## config.mk

```make
export PLATFORM = sky130hd
export DESIGN_NAME = bram_frame_reader
export DESIGN_NICKNAME = d
export VERILOG_FILES = /design/src/rtl/cfd_pkg.sv /design/src/rtl/axis_skid_fifo.sv /design/src/rtl/bram_frame_reader.sv
export SDC_FILE = /design/constraint.sdc
export NUM_CORES = 1
export LEC_CHECK = 0
export BUFFER_PORTS_ARGS = -buffer_cell sky130_fd_sc_hd__buf_4
export CELL_PAD_IN_SITES_DETAIL_PLACEMENT = 0
export CELL_PAD_IN_SITES_GLOBAL_PLACEMENT = 1
export CORE_ASPECT_RATIO = 1.1
export CORE_MARGIN = 2
export CORE_UTILIZATION = 46
export CTS_CLUSTER_DIAMETER = 120
export CTS_CLUSTER_SIZE = 30
export DETAILED_ROUTE_END_ITERATION = 6
export PLACE_DENSITY = 0.83
export SLEW_MARGIN = 20
export SYNTH_ARGS = -nofsm -noshare
export SYNTH_HDL_FRONTEND = slang
export SYNTH_SLANG_ARGS = --single-unit
```

## constraint.sdc

```tcl
create_clock -name clk -period 7.2 [get_ports clk]
set_clock_uncertainty 0.2 [all_clocks]
set_input_delay 1.44 -clock clk [delete_from_list [all_inputs] [get_ports clk]]
set_output_delay 1.44 -clock clk [all_outputs]
set_load 0.005 [all_outputs]
```

## src/rtl/cfd_pkg.sv

```systemverilog
// Grid constants shared by the BRAM frame write and read controllers.
package cfd_pkg;
    localparam int DATA_WIDTH    = 16;
    localparam int DEPTH         = 2500;
    localparam int ADDRESS_WIDTH = 12;
endpackage

```

## src/rtl/axis_skid_fifo.sv

```systemverilog
// Two-entry FIFO that buffers BRAM read data (with its tlast tag) in front of the stream port.
module axis_skid_fifo #(
    parameter int WIDTH = 17
) (
    input  logic             clk,
    input  logic             rst,
    input  logic             push,
    input  logic [WIDTH-1:0] push_data,
    input  logic             pop,
    output logic [WIDTH-1:0] head,
    output logic [1:0]       count
);
    logic [WIDTH-1:0] mem [2];
    logic             wr_ptr;
    logic             rd_ptr;

    assign head = mem[rd_ptr];

    // The caller never pushes when full or pops when empty.
    always_ff @(posedge clk) begin
        if (rst) begin
            mem[0] <= '0;
            mem[1] <= '0;
            wr_ptr <= 1'b0;
            rd_ptr <= 1'b0;
            count  <= 2'd0;
        end else begin
            if (push) begin
                mem[wr_ptr] <= push_data;
                wr_ptr      <= ~wr_ptr;
            end
            if (pop) begin
                rd_ptr <= ~rd_ptr;
            end
            count <= count + {1'b0, push} - {1'b0, pop};
        end
    end
endmodule

```

## src/rtl/bram_frame_reader.sv

```systemverilog
// Streams one full frame out of the BRAM read port as an AXI-Stream packet when frame_ready pulses.
module bram_frame_reader #(
    parameter int DATA_WIDTH    = cfd_pkg::DATA_WIDTH,
    parameter int DEPTH         = cfd_pkg::DEPTH,
    parameter int ADDRESS_WIDTH = cfd_pkg::ADDRESS_WIDTH
) (
    input  logic                     clk,
    input  logic                     rst,
    input  logic                     frame_ready,
    output logic                     bram_en,
    output logic [ADDRESS_WIDTH-1:0] bram_addr,
    input  logic [DATA_WIDTH-1:0]    bram_dout,
    output logic [DATA_WIDTH-1:0]    m_axis_tdata,
    output logic                     m_axis_tvalid,
    input  logic                     m_axis_tready,
    output logic                     m_axis_tlast,
    output logic                     busy,
    output logic                     frame_done,
    output logic                     overrun
);
    typedef enum logic [1:0] {IDLE, READ, DRAIN} state_t;

    localparam logic [ADDRESS_WIDTH-1:0] LAST_ADDR = ADDRESS_WIDTH'(DEPTH - 1);

    state_t                   state;
    logic [ADDRESS_WIDTH-1:0] addr;
    logic                     inflight;
    logic                     inflight_last;
    logic [DATA_WIDTH:0]      head;
    logic [1:0]               count;
    logic                     pop;
    logic                     issue;
    logic [2:0]               credit;

    assign m_axis_tvalid = (count != 2'd0);
    assign pop           = m_axis_tvalid && m_axis_tready;
    assign m_axis_tdata  = head[DATA_WIDTH-1:0];
    assign m_axis_tlast  = m_axis_tvalid && head[DATA_WIDTH];

    // A read is only issued if its data is guaranteed a FIFO slot when it returns.
    assign credit    = 3'(count) + 3'(inflight) - 3'(pop);
    assign issue     = (state == READ) && (credit <= 3'd1);
    assign bram_en   = issue;
    assign bram_addr = addr;
    assign busy      = (state != IDLE);

    axis_skid_fifo #(
        .WIDTH(DATA_WIDTH + 1)
    ) u_fifo (
        .clk      (clk),
        .rst      (rst),
        .push     (inflight),
        .push_data({inflight_last, bram_dout}),
        .pop      (pop),
        .head     (head),
        .count    (count)
    );

    always_ff @(posedge clk) begin
        if (rst) begin
            state         <= IDLE;
            addr          <= '0;
            inflight      <= 1'b0;
            inflight_last <= 1'b0;
            frame_done    <= 1'b0;
            overrun       <= 1'b0;
        end else begin
            inflight      <= issue;
            inflight_last <= issue && (addr == LAST_ADDR);
            frame_done    <= 1'b0;
            overrun       <= frame_ready && (state != IDLE);
            case (state)
                IDLE: begin
                    if (frame_ready) begin
                        state <= READ;
                        addr  <= '0;
                    end
                end
                READ: begin
                    if (issue) begin
                        if (addr == LAST_ADDR) begin
                            state <= DRAIN;
                        end else begin
                            addr <= addr + 1'b1;
                        end
                    end
                end
                DRAIN: begin
                    // Frame ends when the tagged last word leaves the FIFO.
                    if (pop && m_axis_tlast) begin
                        state      <= IDLE;
                        addr       <= '0;
                        frame_done <= 1'b1;
                    end
                end
                default: state <= IDLE;
            endcase
        end
    end
endmodule
```

==> flow_metrics.py <==
metrics = {
    "pwr": {
        "pwr-share-clk_pct": 30.4,
        "p_sw_share_pct": 26.7,
        "p_leak_nw": 1.27,
        "total_power_uw": 902,
        "p_per_area_mw_per_mm2": 283,
        "ir_worst_vdd_mv": 0.148,
        "seq_power_share_pct": 45.8,
        "power.internal_uw": 661,
        "p_sw_uw": 241,
        "p_comb_share_pct": 23.8,
    },
    "placement": {
        "routabilityCongestion": 0.769,
        "dpl_cell_area_mm2": 0.00301,
        "port_buffers": 53,
        "hpwl_um": 3140,
    },
    "global_routing": {
        "grt_pass1_vias": 1768,
        "grt-ovfl-total": 0,
        "grt_antenna_before_repair": 0,
        "grt_max_degree": 23,
        "grt_pass1_wl_um": 7940,
        "grt_usage_pct": 17.4,
    },
    "detailed_routing": {
        "drt-total-wl_um": 4740,
        "drtPass1Iterations": 6,
        "vias_per_cell": 5.04,
        "via_count": 1769,
        "drtAntennaViolNets": 0,
        "avgRoutedWirePerCell_um": 13.5,
        "drc": 0,
        "drt_iter0_markers": 75,
    },
    "clocking": {
        "clkSinkCount": 57,
        "htree_levels": 3,
        "cts_resized": 0,
        "clockBufferDepth": 2,
        "clk_latency_ns": 0.33,
        "post_cts_buffers": 0,
        "cts-root-buf": "clkbuf_8",
        "path_clk_slew_ns": 0.06,
        "cts_tree": "built",
        "cts-hold-fix-buffers": 0,
        "numCtsBuffers": 9,
    },
    "floorplan": {
        "die_area_mm2": 0.00620,
        "dieWidth_um": 75.2,
        "fp.coreArea_mm2": 0.00540,
        "start_util_pct": 47.6,
        "rows": 28,
        "die_y_um": 82.4,
        "io_pins": 54,
    },
    "sta": {
        "setup_viol": 0,
        "period_share_pct": 67.0,
        "slew_headroom_pct": 37.7,
        "finalSetupTns_ns": 0,
        "slew_violations": 0,
        "worst_slew_pin_slew_ns": 0.931,
        "grt_setup_unrepaired": "false",
        "period_needed_ns": 4.82,
        "hold_viol": 0,
        "max_freq_mhz": 207,
    },
    "worst_setup_path": {
        "crit_type": "primary input to primary output",
        "worst-endpoint-required_ns": 5.56,
        "arrival_ns": 3.18,
        "r2r_cells": 11,
        "crit_path_end_kind": "primary output",
        "critPathLaunch": "m_axis_tready",
        "r2r_start": "u_fifo.count[1]",
        "path_max_fanout": 4,
        "start_kind": "primary input",
    },
    "yosys": {
        "synth_top_cell_by_area": "edfxtp_1",
        "netlist_area_mm2": 0.00257,
        "synth_ff_type": "edfxtp_1",
        "muxShareOfSynthArea_pct": 7.99,
        "netlist_top_cells_count": "36 x and2_1, 34 x edfxtp_1, 23 x dfxtp_1",
        "mappedNetlistNets": 241,
        "synthCells": 217,
        "seq_area_frac_synth_pct": 57.7,
        "async_flop_share_pct": 0,
        "avgSynthCellArea_um2": 11.8,
        "yosysUniqueCellTypes": 42,
        "yosysTopAreaCellShare_pct": 39.8,
        "synth_area_leaders": "edfxtp_1 40%, dfxtp_1 18%, and2_1 8.8%, mux2_2 7.0%, or3_1 2.2%",
        "yosys.cell_count.top_type": "and2_1",
        "yosys.area_share.simple_pct": 20.8,
        "yosysWarnings": 0,
        "ys_ff_latch": 57,
        "synthXorXnorAreaFrac_pct": 1.02,
        "synth_compound_area_share_pct": 6.58,
        "synth_adder_area_share_pct": 2.24,
        "synth_top_family_by_area": "simple AND/OR/NAND/NOR gates",
        "synth_edf_count": 34,
    },
    "layout": {
        "nNetsFinal": 295,
        "area_delta_synth_final_pct": 24.1,
        "drive_gt1_share_pct": 31.9,
        "nFillCells": 487,
        "final_area_mm2": 0.00319,
        "diodes": 0,
    },
    "flow_run": {
        "cap_violations": 0,
    },
    "worst_hold_path": {
        "hold_path.class": "flop to flop",
        "worstHoldStart": "state[1]",
        "hold_depth": 1,
    },
    "status": {
        "status": "complete, no violations",
    },
}
-- metal layers --
metal	vias to the layer above	global-route usage (%)	part of all wire, %
li1	874	-	-
met1	837	21.1	45
met2	48	28.5	47
met3	10	4.25	5.9
met4	0	9.47	2.2
met5	-	0	0
-- kinds of logic (layout without fill, tap and decap cells) --
kind of cell             after synthesis  in the layout
buffers and inverters                 19             78
XOR/XNOR                               3              3
AND/OR/NAND/NOR                       89             89
multiplexers                          18             18
AO/OA/AOI/OAI                         27             27
flip-flops                            57             57
adder cells (fa/ha/maj)                4              4
-- power by group through the flow --
| stage | Sequential [mW] | Combinational [mW] | Clock (mW) |
|---|---|---|---|
| 5_1_grt | 0.420 | 0.242 | 0.293 |
| 6_report | 0.413 | 0.215 | 0.274 |
| 3_5_place_dp | 0.421 | 0.218 | 0 |
| 4_1_cts | 0.414 | 0.220 | 0.281 |
| 3_3_place_gp | 0.420 | 0.215 | 0 |
| 2_1_floorplan | 0.403 | 0.151 | 0 |
-- state kept, by name (all words and copies together) (netlist names), named ones only --
register,count
bram_addr,12
u_fifo.wr_ptr,1
u_fifo.rd_ptr,1
state,2
u_fifo.count,2
inflight,1
overrun,1
u_fifo.mem,34
frame_done,1
inflight_last,1
-- layout make-up --
cell class | count | area [um2] | share of cell area [%]
clock buffers | 11 | 131 | 4.12
clock inverters | 5 | 46.3 | 1.45
inverters | 9 | 33.8 | 1.06
multi-input cells | 141 | 1000 | 31.4
flip-flops and latches | 57 | 1480 | 46.5
well taps | 75 | 93.8 | 2.95
repair buffers | 53 | 398 | 12.5
-- critical path: stages --
cell and delay, ns:
buf_4 0.11, o21a_1 0.14, ha_1 0.29, inv_1 0.04, ha_1 0.18, fa_1 0.52, nand3b_1 0.16, clkinv_1 0.14
buf_4 0.16
-- worst paths after layout --
kind	endpoint	slack, ns
min	state[0]	0.28
max	bram_en	2.38
max reg2reg	bram_addr[11]	4.21
min reg2reg	state[0]	0.28
-- through the flow --
stage / hold WS, ns / cells / worst slack [ns] / util (%)
after global placement: 0.269 / 335 / 2.40 / 55.8
after detailed placement: 0.282 / 335 / 2.37 / 55.8
final: 0.285 / 351 / 2.38 / 59.0
after floorplan: 0.246 / 217 / 2.73 / -
after global routing: 0.336 / 351 / 2.23 / 59.0
after CTS: 0.292 / 351 / 2.36 / 59.0
-- cells in the final DEF, fill, tap and decap left out, types with 2 or more instances in the layout --
cell	count
nor3b_2	2
a21oi_1	10
nand4_1	2
edfxtp_1	34
nor2_1	10
clkbuf_1	2
and2_1	36
ha_1	3
or3_1	9
o21ai_0	9
dfxtp_1	23
buf_4	53
or4_1	2
clkbuf_8	9
inv_1	8
nand3_1	3
nand2_1	8
a22oi_1	2
xnor2_1	2
nor2b_1	4
nor3b_1	4
mux2_2	16
clkinv_1	4
No activity file was read; power rests on OpenSTA's default activity.
